--- src/rtl/arp_pkg.sv ---
// Shared ARP definitions for the receive and transmit paths.
// Holds Ethernet/ARP header constants, frame geometry, the FSM state
// encoding and small byte-select helpers for big-endian fields.
package arp_pkg;

  localparam logic [15:0] ETH_TYPE_ARP  = 16'h0806;
  localparam logic [15:0] ARP_HTYPE     = 16'h0001;
  localparam logic [15:0] ARP_PTYPE     = 16'h0800;
  localparam logic [7:0]  ARP_HLEN      = 8'h06;
  localparam logic [7:0]  ARP_PLEN      = 8'h04;
  localparam logic [15:0] OP_REQ        = 16'h0001;
  localparam logic [15:0] OP_REP        = 16'h0002;
  localparam logic [7:0]  PREAMBLE_BYTE = 8'h55;
  localparam logic [7:0]  SFD_BYTE      = 8'hd5;
  localparam int          BODY_LEN      = 60;
  localparam int          FCS_LEN       = 4;
  localparam int          MAX_PREAMBLE  = 7;

  typedef enum logic [2:0] {
    ST_IDLE,
    ST_PREAMBLE,
    ST_BODY,
    ST_FCS,
    ST_CHECK,
    ST_DROP
  } arp_state_e;

  // idx 0 = most significant byte (first on the wire)
  function automatic logic [7:0] be_byte48(input logic [47:0] v, input logic [2:0] idx);
    return v[47 - 8*int'(idx) -: 8];
  endfunction

  function automatic logic [7:0] be_byte32(input logic [31:0] v, input logic [1:0] idx);
    return v[31 - 8*int'(idx) -: 8];
  endfunction

endpackage

--- src/rtl/arp_rx.sv ---
// ARP frame receiver on the GMII byte path.
// Parses preamble/SFD, a 60-byte body and a 4-byte FCS, checks the Ethernet
// and ARP header fields and (optionally) the FCS against the shared CRC core,
// then reports the sender MAC/IP and opcode of good frames.
// Ports:
//   arp_tx_clk, rstn (sync, active-low)
//   rx_data/rx_valid         : incoming byte stream
//   crc_data                 : final-form CRC32 from the external core
//   crc_din/crc_en/crc_init  : drive the external CRC core
//   arp_rx_done/arp_rx_err   : one-cycle result pulses
//   arp_rx_op/src_mac/src_ip : fields of the last good frame
module arp_rx
  import arp_pkg::*;
#(
  parameter logic [47:0] FPGA_MAC  = 48'h00_11_22_33_44_55,
  parameter logic [31:0] FPGA_IP   = 32'hc0_a8_00_03,
  parameter bit          CRC_CHECK = 1'b1
) (
  input  logic        arp_tx_clk,
  input  logic        rstn,
  input  logic [7:0]  rx_data,
  input  logic        rx_valid,
  input  logic [31:0] crc_data,
  output logic [7:0]  crc_din,
  output logic        crc_en,
  output logic        crc_init,
  output logic        arp_rx_done,
  output logic        arp_rx_err,
  output logic        arp_rx_op,
  output logic [47:0] src_mac,
  output logic [31:0] src_ip
);

  arp_state_e  state;
  logic [6:0]  cnt;
  logic [2:0]  pre_cnt;
  logic [1:0]  chk_cnt;
  logic        err_flag;
  logic        post_sfd;   // drop happened after SFD -> report it
  logic        dst_bc;     // dst MAC bytes so far all 8'hff
  logic        dst_uc;     // dst MAC bytes so far match FPGA_MAC
  logic [31:0] fcs_rx;
  logic [47:0] mac_sh;
  logic [31:0] ip_sh;
  logic        op_sh;

  // Running destination-MAC match including the current byte
  logic bc_n, uc_n, crc_bad;
  assign bc_n    = ((cnt == 7'd0) || dst_bc) && (rx_data == 8'hff);
  assign uc_n    = ((cnt == 7'd0) || dst_uc) && (rx_data == be_byte48(FPGA_MAC, cnt[2:0]));
  assign crc_bad = CRC_CHECK && (fcs_rx != crc_data);

  assign crc_init = (state == ST_IDLE) || (state == ST_PREAMBLE);

  always_ff @(posedge arp_tx_clk) begin
    if (!rstn) begin
      state       <= ST_IDLE;
      cnt         <= '0;
      pre_cnt     <= '0;
      chk_cnt     <= '0;
      err_flag    <= 1'b0;
      post_sfd    <= 1'b0;
      dst_bc      <= 1'b0;
      dst_uc      <= 1'b0;
      fcs_rx      <= '0;
      mac_sh      <= '0;
      ip_sh       <= '0;
      op_sh       <= 1'b0;
      crc_din     <= '0;
      crc_en      <= 1'b0;
      arp_rx_done <= 1'b0;
      arp_rx_err  <= 1'b0;
      arp_rx_op   <= 1'b0;
      src_mac     <= '0;
      src_ip      <= '0;
    end else begin
      crc_din     <= rx_data;
      crc_en      <= (state == ST_BODY) && rx_valid;
      arp_rx_done <= 1'b0;
      arp_rx_err  <= 1'b0;

      case (state)
        ST_IDLE: begin
          err_flag <= 1'b0;
          post_sfd <= 1'b0;
          pre_cnt  <= 3'd1;
          if (rx_valid)
            state <= (rx_data == PREAMBLE_BYTE) ? ST_PREAMBLE : ST_DROP;
        end

        ST_PREAMBLE: begin
          if (!rx_valid)
            state <= ST_DROP;
          else if (rx_data == PREAMBLE_BYTE) begin
            if (pre_cnt == 3'(MAX_PREAMBLE)) state <= ST_DROP;
            else                            pre_cnt <= pre_cnt + 3'd1;
          end else if (rx_data == SFD_BYTE) begin
            state    <= ST_BODY;
            cnt      <= '0;
            err_flag <= 1'b0;
          end else
            state <= ST_DROP;
        end

        ST_BODY: begin
          if (!rx_valid) begin
            err_flag <= 1'b1;
            post_sfd <= 1'b1;
            state    <= ST_DROP;
          end else begin
            // Field checks flag errors but never stop parsing
            if (cnt <= 7'd5) begin
              dst_bc <= bc_n;
              dst_uc <= uc_n;
              if (cnt == 7'd5 && !bc_n && !uc_n) err_flag <= 1'b1;
            end else if (cnt == 7'd12) begin
              if (rx_data != ETH_TYPE_ARP[15:8]) err_flag <= 1'b1;
            end else if (cnt == 7'd13) begin
              if (rx_data != ETH_TYPE_ARP[7:0]) err_flag <= 1'b1;
            end else if (cnt == 7'd14) begin
              if (rx_data != ARP_HTYPE[15:8]) err_flag <= 1'b1;
            end else if (cnt == 7'd15) begin
              if (rx_data != ARP_HTYPE[7:0]) err_flag <= 1'b1;
            end else if (cnt == 7'd16) begin
              if (rx_data != ARP_PTYPE[15:8]) err_flag <= 1'b1;
            end else if (cnt == 7'd17) begin
              if (rx_data != ARP_PTYPE[7:0]) err_flag <= 1'b1;
            end else if (cnt == 7'd18) begin
              if (rx_data != ARP_HLEN) err_flag <= 1'b1;
            end else if (cnt == 7'd19) begin
              if (rx_data != ARP_PLEN) err_flag <= 1'b1;
            end else if (cnt == 7'd20) begin
              if (rx_data != OP_REQ[15:8]) err_flag <= 1'b1;
            end else if (cnt == 7'd21) begin
              if (rx_data == OP_REQ[7:0])      op_sh <= 1'b1;
              else if (rx_data == OP_REP[7:0]) op_sh <= 1'b0;
              else                             err_flag <= 1'b1;
            end else if (cnt >= 7'd22 && cnt <= 7'd27) begin
              mac_sh <= {mac_sh[39:0], rx_data};
            end else if (cnt >= 7'd28 && cnt <= 7'd31) begin
              ip_sh <= {ip_sh[23:0], rx_data};
            end else if (cnt >= 7'd38 && cnt <= 7'd41) begin
              if (rx_data != be_byte32(FPGA_IP, 2'(cnt - 7'd38))) err_flag <= 1'b1;
            end
            cnt <= cnt + 7'd1;
            if (cnt == 7'(BODY_LEN - 1)) state <= ST_FCS;
          end
        end

        ST_FCS: begin
          if (!rx_valid) begin
            err_flag <= 1'b1;
            post_sfd <= 1'b1;
            state    <= ST_DROP;
          end else begin
            // cnt 60..63 -> low two bits select the byte lane, first byte lowest
            fcs_rx[8*int'(cnt[1:0]) +: 8] <= rx_data;
            cnt <= cnt + 7'd1;
            if (cnt == 7'(BODY_LEN + FCS_LEN - 1)) begin
              chk_cnt <= '0;
              state   <= ST_CHECK;
            end
          end
        end

        ST_CHECK: begin
          if (rx_valid)
            err_flag <= 1'b1;  // oversize frame; resolve once the line idles
          else if (chk_cnt != 2'd2)
            chk_cnt <= chk_cnt + 2'd1;  // let the CRC core settle
          else begin
            if (err_flag || crc_bad)
              arp_rx_err <= 1'b1;
            else begin
              arp_rx_done <= 1'b1;
              arp_rx_op   <= op_sh;
              src_mac     <= mac_sh;
              src_ip      <= ip_sh;
            end
            state <= ST_IDLE;
          end
        end

        ST_DROP: begin
          if (!rx_valid) begin
            arp_rx_err <= post_sfd;
            state      <= ST_IDLE;
          end
        end

        default: state <= ST_IDLE;
      endcase
    end
  end

endmodule

--- config.mk ---
export PLATFORM = sky130hd
export DESIGN_NAME = arp_rx
export DESIGN_NICKNAME = d
export VERILOG_FILES = /design/src/rtl/arp_pkg.sv /design/src/rtl/arp_rx.sv
export SDC_FILE = /design/constraint.sdc
export NUM_CORES = 1
export LEC_CHECK = 0
export BUFFER_PORTS_ARGS = -buffer_cell sky130_fd_sc_hd__buf_2
export CAP_MARGIN = 30
export CORE_UTILIZATION = 40
export CTS_CLUSTER_DIAMETER = 100
export DETAILED_ROUTE_END_ITERATION = 10
export HOLD_SLACK_MARGIN = 0.03
export SETUP_SLACK_MARGIN = 0.05
export SLEW_MARGIN = 15
export SYNTH_ARGS = -nofsm -noshare
export SYNTH_HDL_FRONTEND = slang
export SYNTH_SLANG_ARGS = --single-unit
--- constraint.sdc ---
create_clock -name arp_tx_clk -period 4.55 [get_ports arp_tx_clk]
set_input_delay 0.455 -clock arp_tx_clk [delete_from_list [all_inputs] [get_ports arp_tx_clk]]
set_output_delay 0.455 -clock arp_tx_clk [all_outputs]
set_load 0.05 [all_outputs]
==> summary.txt <==
Detailed routing
  – Number of DRC markers in iteration 0: 455
  – DR vias/cell: 5.02
  – Routed len/inst: 15.9 um
  – DRT antenna net count: 0
  – DRT Pass-1 Iters: 5
  – Total wire length: 23.1 mm
  – Vias after detailed routing: 7269
  – DRC violations left: 0

Global routing
  – Vias in the first global route: 6778
  – Largest net degree at the start of global routing: 112
  – First-pass GRT wire length: 36.7 mm
  – Initial antenna violation count: 0
  – Overall Global Routing Usage: 18.6%
  – Grt total ovfl: 0

Clock network
  – TritonCTS buffer count: 25
  – Htree depth: 1
  – Worst-Skew Late Latency: 0.53 ns
  – Hold buffer count at CTS: 0
  – CTS Buffer Depth: 3
  – CTS tree: built
  – CTS resizes: 0
  – # Post-CTS Setup Buffers: 0
  – Num Clock Sinks: 224
  – CTS clk-pin slew, worst paths: 0.06 ns
  – CTS root buf: clkbuf_16

Power and ir drop
  – Net Switching: 0.00113 W
  – Power Dens Cells: 398 nW/um^2
  – Internal power: 0.00326 W
  – LEAKAGE: 4.91 nW
  – Final total power: 0.00439 W
  – Clock share of power: 43.7%
  – Net Sw Frac: 25.7%
  – Sequential power share: 46.7%
  – Worst vdd ir: 0.000199 V
  – Comb pwr share: 9.6%

Layout
  – Commonest non-fill, non-tap cell in the layout: dfxtp_1
  – Share of cells above drive strength 1: 17.1%
  – Antenna diodes: 0
  – # nets final: 1171
  – Area Overhead vs Synth: 16.1%
  – Commonest cells after routing, fill and taps aside: dfxtp_1, nor2_1, mux2i_1

Run status
  – Status: finished, final reports clean

Floorplanning
  – Die height: 156 um
  – Core Footprint: 23400 um^2
  – Starting Density: 40.7%
  – Die W: 156 um
  – Die ar.: 24400 um^2
  – Ports: 136
  – Row Count: 56

STA
  – Post-route setup slack: 1.24 ns
  – Max Clk Rate: 0.302 GHz
  – Worst-Margin Slew: 0.939 ns
  – Clock skew: 0.0135 ns
  – Final TNS setup: 0 ns
  – Min Tclk post-route: 3.31 ns
  – # setup viols final: 0
  – Fin. Hold Viols: 0
  – Slew Limit Fails: 0
  – Rel. slew slack: 36.9%
  – Setup repair after global routing missed its margin: no
  – Final period util: 72.7%

Setup path
  – CP max FO: 48
  – WS Path Type: flip-flop to flip-flop
  – Critical path's slowest cell: dfxtp_1
  – Critical path's top delay family: simple AND/OR/NAND/NOR gates
  – Reg2reg setup slack: 1.24 ns
  – Worst setup EP type: flip-flop
  – WP data required: 4.95 ns
  – Critical Path End: mac_sh[14]$_SDFFE_PN0P_
  – Startpoint types: flip-flop
  – Reg2Reg Depth: 9
  – CP max stage delay: 0.60 ns
  – Crit-path cells: inv_1 > ha_1 > or3_1 > a22oi_4 > nand4_2 > or3_2 > buf_4 > mux2i_1 > nor2_1
  – Cell depth of the worst setup path: 9
  – Worst path arrival time: 3.71 ns
  – Critical path buffer and inverter count: 2
  – RR Endpoint: mac_sh[14]$_SDFFE_PN0P_
  – Reg-to-Reg Start: cnt[0]$_SDFFE_PN0P_
  – Crit. Startpoint: cnt[0]$_SDFFE_PN0P_

Placement
  – Port buffer count: 135
  – HPWL after DPL: 14.9 mm
  – Routability cong.: 0.874
  – DP Worst Slack: 1.32 ns

Min path
  – Worst hold path type: input port to flip-flop

Logic synthesis
  – Synthesized instance count: 1017
  – Register bit total from synthesis: 224
  – Fraction of registers with async set/reset: 0%
  – Post-Syn Area per Cell: 9.36 um^2
  – Commonest register cell after synthesis: dfxtp_1
  – Mapped Nets: 1074
  – Cell Area, Synth: 9520 um^2
  – Post-synth EDFFs: 0
  – Ys Warns: 0
  – Seq/Total Area, Yosys: 47.1%
  – Unique masters post-synth: 65

Job
  – MaxCap Viol Count: 0
metal layers:
layer	wire length [um]	up-vias	share of wire [%]	global-route usage [%]
li1	-	3671	-	-
met1	11400	3379	50	26.8
met2	10100	187	44	28.8
met3	1090	32	4.7	2.88
met4	464	0	2.0	5.04
met5	0	-	0	0
worst min path at each step:
stage / startpoint / end / slack [ns] / cells past startpoint
4_1_cts: rstn / state[1]$_SDFFE_PN0P_ / 0.32 / 2
3_5_place_dp: chk_cnt[1]$_SDFFE_PN0P_ / chk_cnt[1]$_SDFFE_PN0P_ / 0.45 / 2
3_3_place_gp: chk_cnt[1]$_SDFFE_PN0P_ / chk_cnt[1]$_SDFFE_PN0P_ / 0.44 / 2
6_report: rstn / state[1]$_SDFFE_PN0P_ / 0.33 / 2
5_1_grt: rstn / state[1]$_SDFFE_PN0P_ / 0.34 / 2
2_1_floorplan: chk_cnt[1]$_SDFFE_PN0P_ / chk_cnt[1]$_SDFFE_PN0P_ / 0.44 / 2
cell usage after synthesis (2+ instances only):
cell type | count | area [um^2]
nor4_1 | 8 | 50.1
o211ai_1 | 3 | 22.5
and2_1 | 10 | 62.6
xnor2_1 | 9 | 78.8
a21oi_1 | 48 | 240
or3_1 | 7 | 43.8
inv_1 | 10 | 37.5
nor3_1 | 18 | 90.1
o21ai_0 | 12 | 60.1
buf_4 | 14 | 105
buf_2 | 4 | 20.0
nand4_1 | 7 | 43.8
nor4b_1 | 2 | 17.5
nor2_1 | 203 | 762
mux2i_1 | 167 | 1670
buf_6 | 6 | 67.6
nand3_1 | 48 | 240
a31oi_1 | 6 | 37.5
nand2b_1 | 4 | 25.0
clkbuf_2 | 2 | 10.0
dfxtp_1 | 224 | 4480
and3_1 | 8 | 50.1
ha_1 | 14 | 175
nand2_1 | 59 | 221
o22ai_1 | 2 | 12.5
nor2_2 | 2 | 12.5
buf_8 | 2 | 30.0
nor3b_1 | 5 | 37.5
o31a_1 | 2 | 17.5
xor2_1 | 31 | 272
clkbuf_1 | 41 | 154
buf_1 | 3 | 11.3
o31ai_1 | 3 | 22.5
or3_4 | 2 | 22.5
power by group through the flow:
stage | Combinational [W] | Sequential (W) | Clock [W]
2_1_floorplan | 0.000328 | 0.00206 | 0
3_3_place_gp | 0.000417 | 0.00209 | 0
3_5_place_dp | 0.000419 | 0.00209 | 0
4_1_cts | 0.000421 | 0.00205 | 0.00197
5_1_grt | 0.000464 | 0.00206 | 0.00205
6_report | 0.000422 | 0.00205 | 0.00192
cell families after synthesis:
group | share of synthesized area [%]
flops | 47.1
compound gates | 6.02
fa+ha+maj | 1.84
simple gates | 19.1
mux | 17.6
buf+inv | 4.65
xor+xnor | 3.68
final cells by class:
type | instances | area, um^2
Sequential cell | 224 | 4480
Fill cell | 2357 | 12400
Timing Repair Buffer | 142 | 738
Tap cell | 319 | 399
Clock buffer | 36 | 707
Clock inverter | 6 | 70.1
Multi-Input combinational cell | 709 | 4590
Inverter | 12 | 50.0
registers in the layout, summed over array words and instances, names as in the netlist, 2 cells and up:
name	cells
crc_din	8
src_mac	48
pre_cnt	3
cnt	7
src_ip	32
fcs_rx	32
chk_cnt	2
state	3
mac_sh	48
ip_sh	32
metrics by stage:
step	std cells	area, um^2	utilization, %	hold WS (ns)
after detailed placement	1405	10300	43.8	0.454
after CTS	1447	11000	47.2	0.319
after floorplan	1017	9520	-	0.436
final	1448	11000	47.2	0.329
after global placement	1405	10300	43.8	0.445
after global routing	1448	11000	47.2	0.340
(Power assumes the default switching activity.)
